==> config.mk <==
export PLATFORM = sky130hd
export DESIGN_NAME = mdio_arbiter
export DESIGN_NICKNAME = d
export VERILOG_FILES = /design/src/rtl/mdio_arbiter.sv
export SDC_FILE = /design/constraint.sdc
export NUM_CORES = 1
export LEC_CHECK = 0
export ABC_AREA = 1
export ABC_CLOCK_PERIOD_IN_PS = 2150
export BUFFER_PORTS_ARGS = -buffer_cell sky130_fd_sc_hd__buf_4
export CORE_MARGIN = 3
export CORE_UTILIZATION = 42
export DETAILED_ROUTE_END_ITERATION = 7
export PLACE_DENSITY = 0.78
export RECOVER_POWER = 25
export REMOVE_ABC_BUFFERS = 1
export SLEW_MARGIN = 20
export SYNTH_ARGS = -nofsm -noshare
export SYNTH_HDL_FRONTEND = slang
export SYNTH_SLANG_ARGS = --single-unit
==> constraint.sdc <==
create_clock -name CLK -period 2.15 [get_ports CLK]
set_clock_uncertainty 0.2 [all_clocks]
set_input_delay 0.215 -clock CLK [delete_from_list [all_inputs] [get_ports CLK]]
set_output_delay 0.215 -clock CLK [all_outputs]
set_load 0.005 [all_outputs]
==> src/rtl/mdio_arbiter.sv <==
// mdio_arbiter: round-robin share of one MDIO controller; MDIO_START 1 cycle after grant, earliest response 3 cycles after request.
// Requesters hold REQ_VALID until REQ_READY; optional MDIO_ARB_OPCODE_CHECK_EN rejects malformed frames without issuing them.
module mdio_arbiter #(
    parameter int N_REQ   = 4,
    parameter int TIMEOUT = 255,
    parameter int TW      = 8
) (
    input  logic                 CLK,
    input  logic                 RESET,
    input  logic [N_REQ-1:0]     REQ_VALID,
    input  logic [32*N_REQ-1:0]  REQ_DATA,
    output logic [N_REQ-1:0]     REQ_READY,
    output logic [N_REQ-1:0]     RSP_VALID,
    output logic [15:0]          RSP_DATA,
    output logic                 RSP_ERR,
    output logic                 MDIO_START,
    output logic [31:0]          T_DATA,
    input  logic                 DATA_RDY,
    input  logic [15:0]          RD_DATA,
    output logic                 BUSY
);

    localparam int IW = (N_REQ > 1) ? $clog2(N_REQ) : 1;

    typedef enum logic [2:0] {
        S_IDLE,
        S_ISSUE,
        S_WAIT,
        S_REJECT,
        S_RESP
    } state_t;

    state_t            state_q, state_d;
    logic [IW-1:0]     idx_q, idx_d;
    logic [IW-1:0]     last_grant_q, last_grant_d;
    logic [31:0]       t_data_q, t_data_d;
    logic [TW-1:0]     timer_q, timer_d;
    logic [15:0]       rsp_data_q, rsp_data_d;
    logic              rsp_err_q, rsp_err_d;

    logic [31:0]       req_frame [N_REQ];
    logic              gnt_found;
    logic [IW-1:0]     gnt_idx;
    logic [IW-1:0]     cand;
    logic [31:0]       gnt_frame;
    logic              bad_frame;
    logic [N_REQ-1:0]  idx_onehot;

    for (genvar i = 0; i < N_REQ; i++) begin : g_frame
        assign req_frame[i] = REQ_DATA[32*i +: 32];
    end

    // Search starts one past the last completed grant, wrapping.
    always_comb begin
        gnt_found = 1'b0;
        gnt_idx   = '0;
        cand      = '0;
        for (int k = 0; k < N_REQ; k++) begin
            cand = IW'((int'(last_grant_q) + 1 + k) % N_REQ);
            if (!gnt_found && REQ_VALID[cand]) begin
                gnt_found = 1'b1;
                gnt_idx   = cand;
            end
        end
    end

    assign gnt_frame = req_frame[gnt_idx];

`ifdef MDIO_ARB_OPCODE_CHECK_EN
    assign bad_frame = (gnt_frame[31:30] != 2'b01) ||
                       (gnt_frame[29:28] == 2'b00) ||
                       (gnt_frame[29:28] == 2'b11);
`else
    assign bad_frame = 1'b0;
`endif

    always_comb begin
        state_d      = state_q;
        idx_d        = idx_q;
        last_grant_d = last_grant_q;
        t_data_d     = t_data_q;
        timer_d      = timer_q;
        rsp_data_d   = '0;
        rsp_err_d    = 1'b0;
        case (state_q)
            S_IDLE: begin
                if (gnt_found) begin
                    idx_d    = gnt_idx;
                    t_data_d = gnt_frame;
                    state_d  = bad_frame ? S_REJECT : S_ISSUE;
                end
            end
            S_ISSUE: begin
                timer_d = '0;
                state_d = S_WAIT;
            end
            S_WAIT: begin
                // DATA_RDY takes precedence over an expiring timer.
                if (DATA_RDY) begin
                    rsp_data_d = (t_data_q[29:28] == 2'b10) ? RD_DATA : 16'h0;
                    state_d    = S_RESP;
                end else if (timer_q >= TW'(TIMEOUT)) begin
                    rsp_err_d = 1'b1;
                    state_d   = S_RESP;
                end else begin
                    timer_d = timer_q + TW'(1);
                end
            end
            S_REJECT: begin
                rsp_err_d = 1'b1;
                state_d   = S_RESP;
            end
            S_RESP: begin
                last_grant_d = idx_q;
                state_d      = S_IDLE;
            end
            default: state_d = S_IDLE;
        endcase
    end

    always_ff @(posedge CLK or negedge RESET) begin
        if (!RESET) begin
            state_q      <= S_IDLE;
            idx_q        <= '0;
            last_grant_q <= IW'(N_REQ - 1);
            t_data_q     <= '0;
            timer_q      <= '0;
            rsp_data_q   <= '0;
            rsp_err_q    <= 1'b0;
        end else begin
            state_q      <= state_d;
            idx_q        <= idx_d;
            last_grant_q <= last_grant_d;
            t_data_q     <= t_data_d;
            timer_q      <= timer_d;
            rsp_data_q   <= rsp_data_d;
            rsp_err_q    <= rsp_err_d;
        end
    end

    assign idx_onehot = N_REQ'(1) << idx_q;
    assign MDIO_START = (state_q == S_ISSUE);
    assign REQ_READY  = (state_q == S_ISSUE || state_q == S_REJECT) ? idx_onehot : '0;
    assign RSP_VALID  = (state_q == S_RESP) ? idx_onehot : '0;
    assign RSP_DATA   = rsp_data_q;
    assign RSP_ERR    = rsp_err_q;
    assign T_DATA     = t_data_q;
    assign BUSY       = (state_q != S_IDLE);

endmodule

==> results of run 1 <==
==> power breakdown <==
| group | switching, mW | leakage, nW | internal, mW |
|---|---|---|---|
| Combinational | 4.68 | 3.13 | 3.91 |
| Sequential | 0.321 | 0.821 | 1.67 |
| Clock | 0.517 | 0.125 | 0.785 |
==> what timing repair did <==
item / 4_1_cts / 5_1_grt
pin swaps: 6 / 13
hold endpoints to repair: 103 / 0
setup buffers: 12 / 17
endpoints found under the setup margin: 36 / 40
resized for setup: 34 / 80
hold buffers: 68 / 0
gates cloned: 3 / 6
==> cells in the mapped netlist, types with 2 or more instances <==
cell type  number  area (um2)
o21ai_0         5        25.0
nand2_1       224         841
dfrtp_1        62        1550
nor3_1         10        50.1
o21ai_2         2        17.5
nor2_4          3        33.8
buf_2           9        45.0
nand2_4         3        33.8
nor3b_1        17         128
nor2_1         15        56.3
inv_2           2        7.51
a21oi_1         6        30.0
dfstp_2         2        52.6
nand3_1        88         440
clkbuf_1        5        18.8
or2_1          19         119
buf_6           9         101
nand3_4         2        35.0
nand4_1         2        12.5
inv_1          94         353
nand2_2         6        37.5
==> worst register-to-register path: stages (launching register included) <==
cell,delay [ns]
dfstp_2,0.61
clkinv_4,0.11
buf_6,0.15
nand2_2,0.09
nand3_2,0.09
nand2_2,0.13
buf_4,0.14
o21ai_4,0.07
nand3_4,0.14
nand2_8,0.12
buf_4,0.19
or2_1,0.22
nand3_1,0.09
nand3_1,0.09
==> per-layer routing <==
metal	GRT usage (%)	wire length, um
met2	52.0	9060
met4	12.3	842
met5	0	0
met1	31.5	6470
met3	4.57	1480
==> flip-flops by register name (all words and copies together), names as in the netlist <==
signal,flops
T_DATA,32
RSP_DATA,16
timer_q,8
state_q,3
idx_q,2
last_grant_q,2
RSP_ERR,1
==> path summary, 6_finish.rpt <==
check                      cells past startpoint                      to
min                                            5  T_DATA[27]$_DFFE_PN0P_
min in group asynchronous                      2  timer_q[2]$_DFFE_PN0P_
max in group asynchronous                      2  state_q[1]$_DFFE_PN0P_
min reg2reg                                    2  T_DATA[15]$_DFFE_PN0P_
max                                           13  T_DATA[12]$_DFFE_PN0P_
max reg2reg                                   13  T_DATA[12]$_DFFE_PN0P_
==> cell families after synthesis <==
logic type               share of synthesized area, %
AO/OA/AOI/OAI                                    2.48
adder cells (fa/ha/maj)                         0.307
AND/OR/NAND/NOR                                  44.8
buffers and inverters                            13.1
flip-flops                                       39.3
==> final cells by class <==
class	count	share of cell area [%]
multi-input cells	414	30.7
repair buffers	336	37.8
clock buffers	9	1.63
well taps	129	2.13
flip-flops and latches	64	21.1
clock inverters	7	1.65
inverters	97	4.99
==> placed cells by master (no fill, tap or decap), drive strengths merged <==
cell type / netlist / routed
a21oi: 6 / 6
and3: 1 / 1
buf: 18 / 226
bufinv: 0 / 3
clkbuf: 5 / 51
clkinv: 0 / 2
dfrtp: 62 / 62
dfstp: 2 / 2
dlygate4sd3: 0 / 68
ha: 1 / 1
inv: 97 / 99
nand2: 233 / 234
nand3: 91 / 91
nand3b: 1 / 1
nand4: 2 / 2
nor2: 18 / 19
nor3: 11 / 11
nor3b: 17 / 17
o21a: 1 / 1
o21ai: 8 / 8
o21bai: 1 / 1
o32ai: 1 / 1
or2: 20 / 20
==> stage by stage <==
stage	hold WS, ns	setup slack (ns)	cells
after CTS	0.000126	-0.276	1034
after global routing	0.00946	-0.506	1056
after global placement	0.145	-0.245	935
after detailed placement	0.161	-0.391	935
after floorplan	-0.281	-0.566	573
final	0.00818	-0.401	1056
==> impl_metrics.prom, run 1 <==
# TYPE chip_impl_metric gauge
chip_impl_metric{name="place.gp.congestion",unit=""} 0.886
chip_impl_metric{name="first_global_vias",unit=""} 5399
chip_impl_metric{name="core_area",unit="mm2"} 0.00933
chip_impl_metric{name="die-height",unit="um"} 105
chip_impl_metric{name="worst-r2r-setup-slack",unit="ns"} -0.40
chip_impl_metric{name="io_buffer_count",unit=""} 209
chip_impl_metric{name="crit_path_max_incr_delay",unit="ns"} 0.61
chip_impl_info{name="worstHoldStart",value="REQ_DATA[59]"} 1
chip_impl_metric{name="drt_wl_total",unit="um"} 17900
chip_impl_info{name="ys_dominant_reg_cell",value="dfrtp_1"} 1
chip_impl_metric{name="first_pass_iters",unit=""} 5
chip_impl_metric{name="grt_overflow",unit=""} 0
chip_impl_info{name="setup_repair_after_global_routing_missed_its_margin",value="true"} 1
chip_impl_info{name="violated_checks",value="capacitance limit, slew limit, setup timing"} 1
chip_impl_metric{name="layout.area.seq",unit="mm2"} 0.00161
chip_impl_metric{name="async_flop_share",unit="%"} 100
chip_impl_metric{name="post_synth_num_cell_types",unit=""} 32
chip_impl_metric{name="yosys_warnings",unit=""} 0
chip_impl_metric{name="slew_headroom",unit="%"} -9.04
chip_impl_info{name="regToRegStartpoint",value="last_grant_q[0]$_DFFE_PN1P_"} 1
chip_impl_metric{name="multiInputGateArea",unit="mm2"} 0.00233
chip_impl_metric{name="rows",unit=""} 35
chip_impl_metric{name="max_slew.worst_pin.slew",unit="ns"} 1.64
chip_impl_metric{name="syn-instance-count",unit=""} 596
chip_impl_metric{name="globalRouteTotalUtil",unit="%"} 28.1
chip_impl_metric{name="drv_cap",unit=""} 1
chip_impl_metric{name="vdd.ir_drop.worst",unit="uV"} 1020
chip_impl_metric{name="powerDensity",unit="mW/mm2"} 1560
chip_impl_info{name="critical_path_class",value="reg2reg"} 1
chip_impl_info{name="run_status",value="finished with violations"} 1
chip_impl_metric{name="via_count",unit=""} 5449
chip_impl_metric{name="tns",unit="ns"} -11.12
chip_impl_metric{name="synth_sequential_area_ratio",unit="%"} 39.3
chip_impl_metric{name="fin_crit",unit="ns"} 2.55
chip_impl_metric{name="syn_area",unit="mm2"} 0.00408
chip_impl_metric{name="largest_net_degree_at_the_start_of_global_routing",unit=""} 65
chip_impl_info{name="cts_root_buf",value="clkbuf_8"} 1
chip_impl_metric{name="starting_density_of_the_core",unit="%"} 43.7
chip_impl_metric{name="cts_buffer_depth",unit=""} 2
chip_impl_metric{name="die-area",unit="mm2"} 0.0109
chip_impl_metric{name="max_clock_freq",unit="GHz"} 0.392
chip_impl_metric{name="utilization",unit="%"} 81.4
chip_impl_metric{name="cts_sinks",unit=""} 64
chip_impl_metric{name="drive_gt1_share",unit="%"} 39.6
chip_impl_metric{name="drt_iter0_markers",unit=""} 318
chip_impl_metric{name="antenna-diode-count",unit=""} 0
chip_impl_info{name="critPathCaptureType",value="register"} 1
chip_impl_metric{name="place_area",unit="mm2"} 0.00586
chip_impl_metric{name="detail_route.vias_per_cell",unit=""} 5.16
chip_impl_metric{name="cts_buffers",unit=""} 9
chip_impl_metric{name="fillCellCount",unit=""} 578
chip_impl_metric{name="area_growth_syn_to_layout",unit="%"} 86.1
chip_impl_metric{name="timing_max_transition_violations_final",unit=""} 65
chip_impl_metric{name="setup_violations",unit=""} 34
chip_impl_metric{name="cp.buffers_inverters",unit=""} 4
chip_impl_metric{name="design.portCount",unit=""} 210
chip_impl_info{name="crit_start",value="last_grant_q[0]$_DFFE_PN1P_"} 1
chip_impl_info{name="hold_crit_path_type",value="in2reg"} 1
chip_impl_metric{name="ant_nets",unit=""} 0
chip_impl_metric{name="postSynthAreaPerCell",unit="um2"} 6.84
chip_impl_metric{name="cp.arrival",unit="ns"} 2.57
chip_impl_metric{name="timing.critical_path.fanout_max",unit=""} 9
chip_impl_metric{name="cts.clk_slew.worst_paths",unit="ns"} 0.08
chip_impl_metric{name="die_width",unit="um"} 105
chip_impl_info{name="critPathLaunchType",value="register"} 1
chip_impl_metric{name="power_leakage",unit="nW"} 4.08
chip_impl_metric{name="timing_hold_violations_final",unit=""} 0
chip_impl_metric{name="synthesized_flop_and_latch_total",unit=""} 64
chip_impl_metric{name="final_cycle_utilization_of_the_critical_path",unit="%"} 119
chip_impl_metric{name="final_net_count",unit=""} 1074
chip_impl_metric{name="synth_enable_flop_cells",unit=""} 0
chip_impl_metric{name="totalPowerFinal",unit="mW"} 11.9
chip_impl_info{name="tritoncts_clock_tree",value="done"} 1
chip_impl_metric{name="wl_per_cell",unit="um"} 16.9
chip_impl_metric{name="postLayoutCellArea",unit="mm2"} 0.00759
chip_impl_info{name="cp_slowest_cell",value="dfstp_2"} 1
chip_impl_metric{name="cts_htree_levels",unit=""} 3
chip_impl_info{name="cpLargestDelayFamily",value="simple AND/OR/NAND/NOR gates"} 1
chip_impl_metric{name="clock_latency",unit="ns"} 0.34
chip_impl_metric{name="antenna_found_initial",unit=""} 0
chip_impl_metric{name="post-route-drc-count",unit=""} 0
chip_impl_metric{name="global_route_wire_length_before_repair",unit="um"} 25000
chip_impl_metric{name="finalWorstSetupSlack",unit="ns"} -0.401
chip_impl_info{name="crit_path_cell_trace",value="clkinv_4 -> buf_6 -> nand2_2 -> nand3_2 -> nand2_2 -> buf_4 -> o21ai_4 -> nand3_4 -> nand2_8 -> buf_4 -> or2_1 -> nand3_1 -> nand3_1"} 1
chip_impl_metric{name="critPathRequiredTime",unit="ns"} 2.17
chip_impl_metric{name="dp_hpwl",unit="um"} 10100
(Power assumes the default switching activity.)
==> run 2: changes to the inputs <==
- GPL_TIMING_DRIVEN: unset -> 0
==> run 2 against run 1 <==
The run ends with hold timing, capacitance limit, slew limit, setup timing left. Register-to-register slack got worse by 0.08 ns. Clock-buffer cell count did not move. Setup slack got worse by 0.080 ns. Final cell count rose by 1.1%. Sequential power rose by 2%. Worst hold slack got worse by 0.013 ns. Maximum frequency fell by 3.0%. Critical path depth did not move. Die area did not move. Global-route usage rose by 4.5 points. Non-clock buffer count fell by 6. Via count rose by 2.5%. Largest power group unchanged.
==> impl_metrics.prom, run 2 (synthesis results as in run 1) <==
# TYPE chip_impl_metric gauge
chip_impl_info{name="run_status",value="finished with violations"} 1
chip_impl_info{name="violated_checks",value="hold timing, capacitance limit, slew limit, setup timing"} 1
chip_impl_metric{name="die_width",unit="um"} 105
chip_impl_metric{name="largest_net_degree_at_the_start_of_global_routing",unit=""} 65
chip_impl_metric{name="totalPowerFinal",unit="mW"} 12.8
chip_impl_metric{name="critPathRequiredTime",unit="ns"} 2.17
chip_impl_info{name="cts_root_buf",value="clkbuf_8"} 1
chip_impl_metric{name="globalRouteTotalUtil",unit="%"} 32.5
chip_impl_metric{name="cp.arrival",unit="ns"} 2.65
chip_impl_metric{name="core_area",unit="mm2"} 0.00933
chip_impl_metric{name="ant_nets",unit=""} 0
chip_impl_metric{name="die-area",unit="mm2"} 0.0109
chip_impl_metric{name="cts_buffer_depth",unit=""} 2
chip_impl_metric{name="global_route_wire_length_before_repair",unit="um"} 28400
chip_impl_metric{name="design.portCount",unit=""} 210
chip_impl_info{name="layout.cells.most_common",value="buf_4"} 1
chip_impl_metric{name="timing_hold_violations_final",unit=""} 3
chip_impl_metric{name="max_slew.worst_pin.slew",unit="ns"} 1.60
chip_impl_metric{name="power.internal",unit="mW"} 6.37
chip_impl_metric{name="area_growth_syn_to_layout",unit="%"} 86.3
chip_impl_metric{name="dp_hpwl",unit="um"} 9280
chip_impl_metric{name="pwr-share-comb",unit="%"} 73.7
chip_impl_metric{name="timing.critical_path.fanout_max",unit=""} 10
chip_impl_metric{name="place_area",unit="mm2"} 0.00564
chip_impl_info{name="regToRegStartpoint",value="last_grant_q[0]$_DFFE_PN1P_"} 1
chip_impl_metric{name="power.switching_fraction",unit="%"} 50.1
chip_impl_info{name="layout.cells.most_common_list",value="buf_4 (207), nand2_1 (204), inv_1 (91)"} 1
chip_impl_metric{name="drt_iter0_markers",unit=""} 409
chip_impl_metric{name="power_frac_clock",unit="%"} 10.4
chip_impl_metric{name="finalWorstSetupSlack",unit="ns"} -0.481
chip_impl_info{name="critPathCaptureType",value="register"} 1
chip_impl_metric{name="first_pass_iters",unit=""} 5
chip_impl_metric{name="via_count",unit=""} 5585
chip_impl_metric{name="powerDensity",unit="mW/mm2"} 1680
chip_impl_metric{name="cts_buffers",unit=""} 9
chip_impl_metric{name="rows",unit=""} 35
chip_impl_metric{name="starting_density_of_the_core",unit="%"} 43.7
chip_impl_metric{name="final_cycle_utilization_of_the_critical_path",unit="%"} 122
chip_impl_metric{name="clock_latency",unit="ns"} 0.34
chip_impl_metric{name="slew_headroom",unit="%"} -6.97
chip_impl_metric{name="timing_max_transition_violations_final",unit=""} 65
chip_impl_metric{name="dpl_worst_slack",unit="ns"} -1.19
chip_impl_metric{name="drt_wl_total",unit="um"} 19500
chip_impl_info{name="critical_path_class",value="reg2reg"} 1
chip_impl_metric{name="die-height",unit="um"} 105
chip_impl_metric{name="drv_cap",unit=""} 1
chip_impl_metric{name="cts.clk_slew.worst_paths",unit="ns"} 0.09
chip_impl_metric{name="final_net_count",unit=""} 1086
chip_impl_metric{name="max_clock_freq",unit="GHz"} 0.380
chip_impl_metric{name="first_global_vias",unit=""} 5695
chip_impl_info{name="hold_crit_path_type",value="in2reg"} 1
chip_impl_metric{name="postLayoutCellArea",unit="mm2"} 0.00760
chip_impl_metric{name="cts_sinks",unit=""} 64
chip_impl_metric{name="wl_per_cell",unit="um"} 18.3
chip_impl_metric{name="antenna-diode-count",unit=""} 0
chip_impl_metric{name="fin_crit",unit="ns"} 2.63
chip_impl_info{name="tritoncts_clock_tree",value="done"} 1
chip_impl_metric{name="setup_violations",unit=""} 36
chip_impl_metric{name="cts_htree_levels",unit=""} 3
chip_impl_metric{name="io_buffer_count",unit=""} 209
chip_impl_metric{name="finalHoldWorstSlack",unit="ns"} -0.00461
chip_impl_metric{name="grt_overflow",unit=""} 0
chip_impl_metric{name="post-route-drc-count",unit=""} 0
chip_impl_metric{name="vdd.ir_drop.worst",unit="uV"} 1280
chip_impl_metric{name="place.gp.congestion",unit=""} 0.832
chip_impl_metric{name="netSwitchingPower",unit="mW"} 6.39
chip_impl_metric{name="drive_gt1_share",unit="%"} 37.6
chip_impl_info{name="crit_start",value="last_grant_q[0]$_DFFE_PN1P_"} 1
chip_impl_metric{name="detail_route.vias_per_cell",unit=""} 5.23
chip_impl_info{name="critPathLaunchType",value="register"} 1
chip_impl_info{name="setup_repair_after_global_routing_missed_its_margin",value="true"} 1
chip_impl_metric{name="power_leakage",unit="nW"} 4.07
chip_impl_metric{name="max_ffs_per_register",unit=""} 32
chip_impl_metric{name="utilization",unit="%"} 81.5
chip_impl_metric{name="power_frac_seq",unit="%"} 15.9
chip_impl_metric{name="antenna_found_initial",unit=""} 0
chip_impl_info{name="worstHoldStart",value="REQ_DATA[101]"} 1
-- run 2: cell count changes in the layout (fill, tap and decap cells not counted), moves of 3 or more --
cell,change
clkbuf_16,-5
dlygate4sd3_1,-5
nand3_2,-26
nand2_4,-8
nand2_8,+10
inv_6,+3
buf_12,+4
nand3_1,+28
o21ai_2,+3
nand2_1,+11
clkbuf_1,-3
-- run 2: metrics by stage --
stage                     setup TNS, ns  hold slack (ns)  std cells
after detailed placement         -35.69            0.160        911
after floorplan                  -14.52           -0.281        573
after global placement           -33.78            0.156        911
after global routing             -22.18          0.00143       1068
final                            -11.58         -0.00461       1068
after CTS                         -6.65         0.000321       1048
-- run 2: worst paths after layout --
check	to	slack, ns	cells past startpoint
setup / recovery	T_DATA[25]$_DFFE_PN0P_	-0.48	13
hold / removal	T_DATA[5]$_DFFE_PN0P_	-0.005	5
setup reg to reg	T_DATA[25]$_DFFE_PN0P_	-0.48	13
hold reg to reg	T_DATA[4]$_DFFE_PN0P_	0.29	2
max in group asynchronous	state_q[1]$_DFFE_PN0P_	0.08	2
min in group asynchronous	RSP_ERR$_DFF_PN0_	0.61	2
-- run 2: final cells by class --
cell class / instances / area, um2
fillers: 575 / 1730
clock inverters: 7 / 125
repair inverters: 6 / 70.1
well taps: 129 / 161
clock buffers: 9 / 124
inverters: 97 / 390
multi-input cells: 426 / 2340
repair buffers: 330 / 2790
flip-flops and latches: 64 / 1610
-- run 2: routing by layer --
layer | vias to the layer above | part of all wire (%) | track usage, %
met3 | 95 | 9.5 | 7.60
met2 | 404 | 51 | 58.6
li1 | 2527 | - | -
met1 | 2559 | 34 | 35.4
met4 | 0 | 5.5 | 16.9
met5 | - | 0 | 0
-- run 2: what timing repair did --
action / in CTS / in global routing
hold endpoints to repair: 100 / 0
setup endpoints to repair: 36 / 46
pin swaps: 36 / 5
setup buffers: 39 / 19
hold buffers: 63 / 0
gates resized for setup: 55 / 31
cloned: 19 / 1
-- run 2: power by group through the flow --
stage | clock network, mW | registers (mW) | logic (mW)
4_1_cts | 1.31 | 1.97 | 8.19
2_1_floorplan | 0 | 1.96 | 3.21
3_5_place_dp | 0 | 1.98 | 5.04
5_1_grt | 1.39 | 2.07 | 9.92
6_report | 1.33 | 2.03 | 9.40
3_3_place_gp | 0 | 1.97 | 4.89
-- run 2: worst max-delay path, stage by stage, from the launching register on --
cell and delay, ns:
dfstp_2 0.63, nand2_1 0.13, nand3_1 0.17, nand2_2 0.12, nor2_4 0.16, nand3_4 0.13
nand3_4 0.14, buf_12 0.18, buf_12 0.14, nand2_8 0.09, nand2_1 0.10, nand2_1 0.11
nand2_1 0.11, nand3_1 0.08
